[src/rtl/line_demultiplexer.sv]
// line_demultiplexer: steers single or burst write beats into eight line registers.
// Optional LINE_DEMUX_INVALIDATE_EN adds inv_all to flush line_valid.
module line_demultiplexer #(
  parameter int LINE_W    = 37,
  parameter int BURST_LEN = 8
) (
  input  logic              clk,
  input  logic              rst_n,
`ifdef LINE_DEMUX_INVALIDATE_EN
  input  logic              inv_all,
`endif
  input  logic              wr_valid,
  output logic              wr_ready,
  input  logic [2:0]        wr_sel,
  input  logic              wr_burst,
  input  logic [LINE_W-1:0] wr_data,
  output logic [LINE_W-1:0] data0x,
  output logic [LINE_W-1:0] data1x,
  output logic [LINE_W-1:0] data2x,
  output logic [LINE_W-1:0] data3x,
  output logic [LINE_W-1:0] data4x,
  output logic [LINE_W-1:0] data5x,
  output logic [LINE_W-1:0] data6x,
  output logic [LINE_W-1:0] data7x,
  output logic [7:0]        line_valid,
  output logic              fill_done
);

  typedef enum logic {
    IDLE,
    FILL
  } state_t;

  localparam logic [3:0] REM_INIT = 4'(BURST_LEN - 1);
  localparam bit         MULTI    = (BURST_LEN > 1);

  state_t            state;
  logic [2:0]        ptr;
  logic [3:0]        remaining;
  logic [LINE_W-1:0] lines [8];
  logic              inv;
  logic              accept;

`ifdef LINE_DEMUX_INVALIDATE_EN
  assign inv = inv_all;
`else
  assign inv = 1'b0;
`endif

  // ready tracks reset directly so no beat is lost on the release cycle
  assign wr_ready = rst_n & ~inv;
  assign accept   = wr_valid & wr_ready;

  always_ff @(posedge clk or negedge rst_n) begin
    if (!rst_n) begin
      state      <= IDLE;
      ptr        <= '0;
      remaining  <= '0;
      line_valid <= '0;
      fill_done  <= 1'b0;
      for (int i = 0; i < 8; i++) begin
        lines[i] <= '0;
      end
    end else begin
      fill_done <= 1'b0;
      if (inv) begin
        // flush drops the burst but keeps the payload registers
        state      <= IDLE;
        ptr        <= '0;
        remaining  <= '0;
        line_valid <= '0;
      end else if (accept) begin
        unique case (state)
          IDLE: begin
            lines[wr_sel]      <= wr_data;
            line_valid[wr_sel] <= 1'b1;
            if (wr_burst && MULTI) begin
              ptr       <= wr_sel + 3'd1;
              remaining <= REM_INIT;
              state     <= FILL;
            end else begin
              fill_done <= 1'b1;
            end
          end
          FILL: begin
            lines[ptr]      <= wr_data;
            line_valid[ptr] <= 1'b1;
            ptr             <= ptr + 3'd1;
            remaining       <= remaining - 4'd1;
            if (remaining == 4'd1) begin
              state     <= IDLE;
              fill_done <= 1'b1;
            end
          end
          default: state <= IDLE;
        endcase
      end
    end
  end

  assign data0x = lines[0];
  assign data1x = lines[1];
  assign data2x = lines[2];
  assign data3x = lines[3];
  assign data4x = lines[4];
  assign data5x = lines[5];
  assign data6x = lines[6];
  assign data7x = lines[7];

endmodule

[config.mk]
export PLATFORM = sky130hd
export DESIGN_NAME = line_demultiplexer
export DESIGN_NICKNAME = d
export VERILOG_FILES = /design/src/rtl/line_demultiplexer.sv
export SDC_FILE = /design/constraint.sdc
export NUM_CORES = 1
export LEC_CHECK = 0
export ABC_AREA = 0
export CAP_MARGIN = 5
export CELL_PAD_IN_SITES_DETAIL_PLACEMENT = 1
export CELL_PAD_IN_SITES_GLOBAL_PLACEMENT = 2
export CORE_UTILIZATION = 35
export DETAILED_ROUTE_END_ITERATION = 12
export MAX_ROUTING_LAYER = met4
export PLACE_DENSITY_LB_ADDON = 0.1
export SYNTH_ARGS = -nofsm -noshare
export SYNTH_HDL_FRONTEND = slang
export SYNTH_SLANG_ARGS = --single-unit
export TNS_END_PERCENT = 5
[constraint.sdc]
create_clock -name clk -period 5.04 [get_ports clk]
set_input_delay 0.756 -clock clk [delete_from_list [all_inputs] [get_ports clk]]
set_output_delay 0.756 -clock clk [all_outputs]
set_load 0.1 [all_outputs]
==> results.json <==
{
  "grt_usage_pct": 20.4,
  "ios": 350,
  "fin_nets": 1127,
  "detail-route-antenna-nets": 0,
  "multiInputGateArea_um2": 3940,
  "cap_violations": 0,
  "io_buffers": 349,
  "holdBufCountCts": 0,
  "cts_made_buffers": 37,
  "min_period_over_period_pct": 63.0,
  "cp_top_family": "buffers and inverters",
  "synth_seq_area_share_pct": 65.7,
  "vias_per_cell": 4.83,
  "dieWidth_um": 187,
  "via_count": 7467,
  "crit_chain": "buf_8 -> clkdlybuf4s50_1",
  "final_util_pct": 50.8,
  "finalCriticalPeriod_ns": 3.17,
  "critPathArrivalTime_ns": 2.42,
  "synth_cell_type_count": 33,
  "n_antenna_cell": 0,
  "startpoint_type": "input pin",
  "grt_max_degree": 137,
  "clkLatencyLatePin_ns": 0.50,
  "start_util_pct": 35.6,
  "grt_pass1_wl_um": 52500,
  "worstPathRequired_ns": 4.28,
  "synth_nets": 762,
  "wl_um": 33900,
  "setup_viol": 0,
  "gr-total-overflow": 0,
  "cpMaxStageDelayCell": "clkdlybuf4s50_1",
  "first_iter_violations": 186,
  "wl_per_cell_um": 21.9,
  "worstMarginPinSlew_ns": 1.08,
  "clock_path_buffers": 3,
  "rsz0062_at_grt": "false",
  "antenna_found_initial": 0,
  "path_class": "in2out",
  "grt_pass1_vias": 8145,
  "firstDrtPassIters": 4,
  "area_growth_pct": 42.8,
  "postCtsResizedCells": 0,
  "num-fill-cells": 3275,
  "critPathMaxFanout": 64,
  "reg2reg_from": "state$_DFFE_PN0P_",
  "cts_tree": "built",
  "die_area_um2": 34800,
  "fin_skew_ns": 0.00767,
  "startpoint": "rst_n",
  "seq_area_um2": 7830,
  "ys_seq_elements": 313,
  "synthesis.area_um2": 11900,
  "root_buffer": "clkbuf_16",
  "dieHeight_um": 187,
  "hp-class": "in2async",
  "hpwl_um": 22800,
  "synth_cells": 715,
  "gp_congestion": 0.736,
  "slew_violations": 0,
  "syn_area_per_cell_um2": 16.7,
  "status": "complete, no violations",
  "coreArea_um2": 33500,
  "slowest_delay_ns": 1.23,
  "clock_sinks": 313,
  "setup-tns-final_ns": 0,
  "ctsHtreeMaxLevel": 2,
  "core.rowCount": 67,
  "clkTransAtPathRegs_ns": 0.05,
  "fmax_mhz": 315,
  "cts_setup_buffers": 0,
  "critPathCaptureType": "output pin",
  "slew_headroom_pct": 27.6,
  "drive_above_1_share_pct": 34.2,
  "drc": 0,
  "path_buf_inv": 2,
  "yosysWarnings": 0,
  "hold_violations": 0
}
## routing by layer
| metal | global-route usage (%) | vias up | share of wire [%] |
|---|---|---|---|
| li1 | - | 3275 | - |
| met1 | 25.4 | 3910 | 42 |
| met2 | 32.6 | 232 | 49 |
| met3 | 5.44 | 50 | 6.5 |
| met4 | 5.58 | 0 | 2.2 |
| met5 | - | - | 0 |
## placed cells by master, fill, tap and decap left out, drive strengths merged, types with 2 or more instances in the layout
master / instances
inv: 3
clkinv: 7
nand2: 8
mux2: 297
o211ai: 2
o32ai: 2
a31oi: 2
ha: 3
dfrtp: 313
o22ai: 6
clkdlybuf4s50: 348
nand4b: 5
nand4: 4
nand2b: 3
clkbuf: 51
o21ai: 5
buf: 15
or2: 8
nor2: 3
a21oi: 3
## cell families after synthesis
kind of cell | Yosys count | share of synthesized area [%]
muxes | 297 | 28.6
AOI/OAI and AO/OA | 23 | 1.26
adders and majority gates | 3 | 0.315
DFF | 313 | 65.7
buffers and inverters | 40 | 2.10
and+or+nand+nor | 38 | 1.92
xor gates and xnor gates | 1 | 0.0735
## cell usage after synthesis (all sizes together)
library cell,count,area [um^2]
o22ai,6,37.5
nand4,4,25.0
and3,1,6.26
nand2,8,30.0
o32a,1,10.0
o21ai,5,25.0
nor3,1,5.00
nand3b,1,7.51
ha,3,37.5
and2,1,6.26
o211ai,2,15.0
clkbuf,1,3.75
inv,3,11.3
nor2b,1,6.26
mux2,297,3420
o211a,1,10.0
a22oi,1,7.51
nand3,1,5.00
nand4b,5,43.8
dfrtp,313,7830
nand4bb,1,11.3
nand2b,3,18.8
a31oi,2,12.5
xor2,1,8.76
o32ai,2,17.5
nor2,3,11.3
buf,36,235
or2,8,52.6
a21oi,3,15.0
## stage by stage
stage | hold slack, ns | area (um^2) | setup slack [ns] | instances
2_1_floorplan | 0.460 | 11900 | 2.96 | 715
3_3_place_gp | 0.451 | 16000 | 1.53 | 1489
3_5_place_dp | 0.455 | 16000 | 1.51 | 1489
4_1_cts | 0.199 | 17000 | 1.85 | 1547
5_1_grt | 0.206 | 17000 | 1.78 | 1547
6_report | 0.177 | 17000 | 1.87 | 1547
## final timing paths
check	end	slack, ns	cells past startpoint
setup / recovery	wr_ready	1.87	2
hold / removal	data5x[29]$_DFFE_PN0P_	0.18	1
setup reg to reg	data1x[34]$_DFFE_PN0P_	2.34	4
hold reg to reg	line_valid[3]$_DFFE_PN0P_	0.46	1
max in group asynchronous	data4x[31]$_DFFE_PN0P_	3.49	2
min in group clk	line_valid[3]$_DFFE_PN0P_	0.46	1
## registers in the layout (all words and copies together) (netlist names)
| name | count |
|---|---|
| remaining | 4 |
| data5x | 37 |
| fill_done | 1 |
| ptr | 3 |
| data6x | 37 |
| data7x | 37 |
| data3x | 37 |
| data2x | 37 |
| data0x | 37 |
| line_valid | 8 |
| data4x | 37 |
| state | 1 |
| data1x | 37 |
## final cells by class
class | count | share of cell area, %
Inverter | 3 | 0.0661
Clock buffer | 51 | 5.98
Clock inverter | 7 | 0.206
Multi-Input combinational cell | 362 | 23.2
Sequential cell | 313 | 46.0
Timing Repair Buffer | 363 | 21.3
Tap cell | 448 | 3.29
Power is not shown: default switching activity piles up to over one toggle a cycle in this logic, so the estimate is an artifact.
